==> src/rtl/mem_arb_pkg.sv <==
// Shared types for the unified memory port arbiter.
// Holds FSM state, owner encoding and default timing constants.
package mem_arb_pkg;

    localparam int MEM_LAT_DEF    = 2;
    localparam int STARVE_MAX_DEF = 4;

    typedef enum logic [1:0] {
        IDLE,
        ACCESS,
        WAIT,
        RESP
    } state_t;

    typedef enum logic [1:0] {
        OWN_NONE,
        OWN_IF,
        OWN_D
    } owner_t;

endpackage

==> src/rtl/arb_starve_cnt.sv <==
// Saturating count of consecutive data grants made while a fetch waits.
// Clear has priority over increment.
module arb_starve_cnt #(
    parameter int MAX = 4
) (
    input  logic clock,
    input  logic reset,
    input  logic i_inc,
    input  logic i_clr,
    output logic o_at_max
);

    localparam logic [3:0] LP_MAX = 4'(MAX);

    logic [3:0] r_cnt;

    always_ff @(posedge clock or posedge reset) begin
        if (reset) begin
            r_cnt <= '0;
        end else if (i_clr) begin
            r_cnt <= '0;
        end else if (i_inc && (r_cnt != LP_MAX)) begin
            r_cnt <= r_cnt + 4'd1;
        end
    end

    assign o_at_max = (r_cnt == LP_MAX);

endmodule

==> src/rtl/mem_port_arbiter.sv <==
// Arbitrates IF fetches and MEM loads/stores onto one fixed-latency port.
// Data wins in IDLE unless the fetch has been starved STARVE_MAX times.
module mem_port_arbiter
    import mem_arb_pkg::*;
#(
    parameter int MEM_LAT    = MEM_LAT_DEF,
    parameter int STARVE_MAX = STARVE_MAX_DEF
) (
    input  logic        clock,
    input  logic        reset,
    input  logic        if_req,
    input  logic [31:0] if_addr,
    output logic        if_ack,
    output logic [31:0] if_rdata,
    input  logic        d_req,
    input  logic        d_we,
    input  logic [31:0] d_addr,
    input  logic [31:0] d_wdata,
    output logic        d_ack,
    output logic [31:0] d_rdata,
    output logic        mem_en,
    output logic        mem_we,
    output logic [29:0] mem_addr,
    output logic [31:0] mem_wdata,
    input  logic [31:0] mem_rdata,
    output logic        stall_if,
    output logic        busy
);

    localparam logic [3:0] LP_WAIT_INIT = 4'(MEM_LAT - 1);

    state_t      r_state;
    state_t      w_next;
    owner_t      r_owner;
    logic [29:0] r_addr;
    logic        r_we;
    logic [31:0] r_wdata;
    logic [3:0]  r_wait;
    logic [31:0] r_if_rdata;
    logic [31:0] r_d_rdata;

    logic w_idle;
    logic w_at_max;
    logic w_force_if;
    logic w_grant_d;
    logic w_grant_if;
    logic w_starve_inc;
    logic w_starve_clr;
    logic w_unused_addr;

    assign w_unused_addr = ^{if_addr[1:0], d_addr[1:0]};

    assign w_idle       = (r_state == IDLE);
    assign w_force_if   = w_at_max & if_req;
    assign w_grant_d    = w_idle & d_req & ~w_force_if;
    assign w_grant_if   = w_idle & if_req & ~w_grant_d;
    assign w_starve_inc = w_grant_d & if_req;
    assign w_starve_clr = w_grant_if | (w_idle & ~if_req);

    arb_starve_cnt #(
        .MAX(STARVE_MAX)
    ) u_starve (
        .clock    (clock),
        .reset    (reset),
        .i_inc    (w_starve_inc),
        .i_clr    (w_starve_clr),
        .o_at_max (w_at_max)
    );

    always_comb begin
        w_next = r_state;
        unique case (r_state)
            IDLE:    if (w_grant_d | w_grant_if) w_next = ACCESS;
            ACCESS:  w_next = r_we ? RESP : WAIT;
            WAIT:    if (r_wait == '0) w_next = RESP;
            RESP:    w_next = IDLE;
            default: w_next = IDLE;
        endcase
    end

    always_ff @(posedge clock or posedge reset) begin
        if (reset) begin
            r_state <= IDLE;
        end else begin
            r_state <= w_next;
        end
    end

    always_ff @(posedge clock or posedge reset) begin
        if (reset) begin
            r_owner    <= OWN_NONE;
            r_addr     <= '0;
            r_we       <= 1'b0;
            r_wdata    <= '0;
            r_wait     <= '0;
            r_if_rdata <= '0;
            r_d_rdata  <= '0;
        end else begin
            if (w_grant_d) begin
                r_owner <= OWN_D;
                r_addr  <= d_addr[31:2];
                r_we    <= d_we;
                r_wdata <= d_wdata;
                // Store acks must present zero read data
                if (d_we) r_d_rdata <= '0;
            end else if (w_grant_if) begin
                r_owner <= OWN_IF;
                r_addr  <= if_addr[31:2];
                r_we    <= 1'b0;
                r_wdata <= '0;
            end
            if (r_state == ACCESS) begin
                r_wait <= LP_WAIT_INIT;
            end
            if (r_state == WAIT) begin
                if (r_wait == '0) begin
                    if (r_owner == OWN_D) r_d_rdata <= mem_rdata;
                    else r_if_rdata <= mem_rdata;
                end else begin
                    r_wait <= r_wait - 4'd1;
                end
            end
            if (r_state == RESP) begin
                r_owner <= OWN_NONE;
            end
        end
    end

    assign mem_en    = (r_state == ACCESS);
    assign mem_we    = mem_en & r_we;
    assign mem_addr  = r_addr;
    assign mem_wdata = r_wdata;
    assign if_ack    = (r_state == RESP) && (r_owner == OWN_IF);
    assign d_ack     = (r_state == RESP) && (r_owner == OWN_D);
    assign if_rdata  = r_if_rdata;
    assign d_rdata   = r_d_rdata;
    assign stall_if  = if_req & ~if_ack;
    assign busy      = ~w_idle;

endmodule

==> config.mk <==
export PLATFORM = sky130hd
export DESIGN_NAME = mem_port_arbiter
export DESIGN_NICKNAME = d
export VERILOG_FILES = /design/src/rtl/mem_arb_pkg.sv /design/src/rtl/arb_starve_cnt.sv /design/src/rtl/mem_port_arbiter.sv
export SDC_FILE = /design/constraint.sdc
export NUM_CORES = 1
export LEC_CHECK = 0
export CAP_MARGIN = 5
export CORE_AREA = 3 3 152 110
export DETAILED_ROUTE_END_ITERATION = 6
export DIE_AREA = 0 0 155 113
export PLACE_DENSITY_LB_ADDON = 0.05
export RECOVER_POWER = 25
export SETUP_SLACK_MARGIN = 0.05
export SLEW_MARGIN = 20
export SYNTH_ARGS = -nofsm -noshare
export SYNTH_HDL_FRONTEND = slang
export SYNTH_HIERARCHICAL = 1
export SYNTH_SLANG_ARGS = --single-unit
==> constraint.sdc <==
create_clock -name clock -period 5.2 [get_ports clock]
set_input_delay 1.3 -clock clock [delete_from_list [all_inputs] [get_ports clock]]
set_output_delay 1.3 -clock clock [all_outputs]
set_load 0.02 [all_outputs]
==> flow_summary_export.csv <==
group,metric,value,unit
run_status,outcome,"finished, violations left",
run_status,failed_checks,"max-capacitance violations, max-slew violations",
grt,grt.total_usage,0.201,
synthesis,netlist_area,5830,um2
timing,relSlewSlack,-0.741,
clock_tree,hold_buffers,0,
routing,routed_wl,17.6,mm
setup_path,cp-start-kind,"input port",
setup_path,path_class,"in -> out",
timing,worstMarginPinSlew,2610,ps
die,die_area,17500,um2
setup_path,reg2reg_to,"if_rdata[22]",
synthesis,synth_cells,473,
hold_path,whs_endpoint,"d_rdata[21]",
synthesis,synth_edf_count,0,
grt,grt_pass1_vias,5085,
routing,vias_per_cell,5.15,
die,die_h,113,um
clock_tree,cts-htree-levels,4,
setup_path,crit_required,3900,ps
cells_and_area,layout.cells.non_filler,939,
timing,fin_skew,16.3,ps
cells_and_area,nets,867,
synthesis,ys_types,37,
routing,vias,4833,
synthesis,avgSynthCellArea,12.3,um2
place,port_buffers,260,
pwr,power.density,652,nW/um2
timing,period_share,0.790,
die,io_pins,265,
timing,grt_setup_unrepaired,"no",
setup_path,ff2ff_path_depth,6,
clock_tree,cts_max_path_buffers,2,
synthesis,yosys.cell_count.top_type,"dfrtp_1",
routing,detail-route-antenna-nets,0,
synthesis,yosysSeqAreaShare,0.597,
setup_path,arrival,2810,ps
hold_path,holdPathStages,1,
place,dp_cells,907,
die,die_w,155,um
synthesis,async_flop_share,1.00,
grt,grt_start_max_net_pins,91,
timing,setup_violations,0,
synthesis,synth-main-ff-cell,"dfrtp_1",
clock_tree,root_buffer,"clkbuf_16",
hold_path,hold_path_class,"reg -> reg",
synthesis,synth_nets,614,
grt,grt_pass1_wl,27.5,mm
cells_and_area,drive_gt1_frac,0.104,
clock_tree,clock_latency,420,ps
clock_tree,cts.sinks,139,
routing,first_iter_violations,199,
clock_tree,clkTransAtPathRegs,60,ps
routing,wl_per_cell,18.7,um
setup_path,r2r_start,"r_state[0]",
timing,hold_ws,501,ps
synthesis,ys_ff_latch,139,
die,coreArea,15400,um2
setup_path,regToRegSetupSlack,1600,ps
die,num_rows,38,
setup_path,critPathMaxFanout,7,
routing,remaining_drc_errors,0,
die,initial_core_util,0.379,
cells_and_area,antennaDiodeCount,0,
timing,slew_violations,124,
timing,final_hold_viol_count,0,
place,hpwlAfterDp,12.3,mm
timing,setup_slack,1090,ps
clock_tree,cts_resized,0,
synthesis,synth_top_area_cell,"dfrtp_1",
synthesis,yosys_warnings,6,
place,postPlaceCellArea,8590,um2
pwr,peakVddDrop,0.000270,V
clock_tree,cts_setup_buffers,0,
synthesis,ys_top_cells_by_count,"dfrtp_1, a22o_1, nor2_1, nand3_1, o21ai_0",
synthesis,synth_top_area_frac,0.597,
timing,fmax,243,MHz
timing,min_period,4110,ps
cells_and_area,syn2layout_area_growth,58.4,%
pwr,total_power,6.02,mW
routing,first_pass_iters,4,
timing,setup_tns,0,ps
setup_path,crit_path_end_kind,"output port",
pwr,p_leak,3.98,nW
grt,antenna_found_initial,0,
flow_run,cap_violations,2,
cells_and_area,utilization,0.601,
hold_path,min-delay-start,"d_rdata[21]",
place,routabilityCongestion,0.793,
clock_tree,cts_buffers,17,
clock_tree,cts_tree,"done",
place,preCtsSetupSlack,1150,ps
cells_and_area,final_area,9230,um2
synthesis,ys_top_cells_by_area,"dfrtp_1, a22o_1, mux2_4, a31oi_1, nand3_1",
grt,overflow,0,
-- worst max-delay path by stage --
stage                 from         end  slack, ps  depth (start not counted)
global placement    if_req    stall_if       1180                          4
detailed placement  if_req    stall_if       1150                          4
global route        if_req    stall_if       1000                          4
finish              if_req    stall_if       1090                          4
floorplan            reset  d_rdata[0]        290                          1
CTS                 if_req    stall_if       1150                          4
-- logic make-up after synthesis --
family                     share of synthesized area
AOI/OAI and AO/OA                              0.177
adders and majority gates                     0.0172
buffers and inverters                         0.0384
DFF                                            0.597
muxes                                         0.0866
and+or+nand+nor                               0.0838
-- cell usage in the layout, fill, tap and decap left out, drive strengths merged, types with 2 or more instances in the layout --
cell type,netlist,routed
dlygate4sd3,0,2
mux2,33,33
clkbuf,23,20
inv,11,12
buf,14,10
clkinv,0,4
a31oi,30,30
mux2i,2,2
a21oi,5,5
nand2b,2,2
and2,5,5
nor2,40,40
dfrtp,139,139
a21o,2,2
o21ai,35,35
a22o,65,65
ha,8,8
bufinv,0,5
nand3,34,34
clkinvlp,0,3
nor3,4,4
nand2,6,6
clkdlybuf4s50,0,258
nor2b,2,2
-- power by group --
group / switching, mW / internal, mW / leakage (nW)
Combinational: 1.37 / 1.43 / 1.94
Clock: 0.474 / 0.868 / 0.314
Sequential: 0.293 / 1.58 / 1.72
Total: 2.14 / 3.88 / 3.98
-- critical path: stages --
cell and delay [ps]:
dlygate4sd3_1 680, inv_1 100, nor2_1 110, clkdlybuf4s50_1 620
-- metal layers --
metal | track usage | vias up | wire length (um)
met5 | 0 | - | 0
met4 | 0.0624 | 0 | 248
met3 | 0.0814 | 21 | 1530
met2 | 0.318 | 175 | 8310
met1 | 0.254 | 2406 | 7470
li1 | - | 2231 | -
-- state kept, by name, summed over array words and instances (netlist names) --
register and cells:
mem_addr 30, r_wait 4, r_state 2, r_owner 2
if_rdata 32, u_starve/r_cnt 4, r_we 1, mem_wdata 32
d_rdata 32
-- area by class of cell --
class	instances	area, um2
clock buffer	19	443
tap	200	250
inverter	11	45.0
timing repair buffer	271	2680
sequential	139	3480
multi-input combinational	286	2120
fill	1211	6130
clock inverter	13	214
Power figures use the tool's default switching activity.
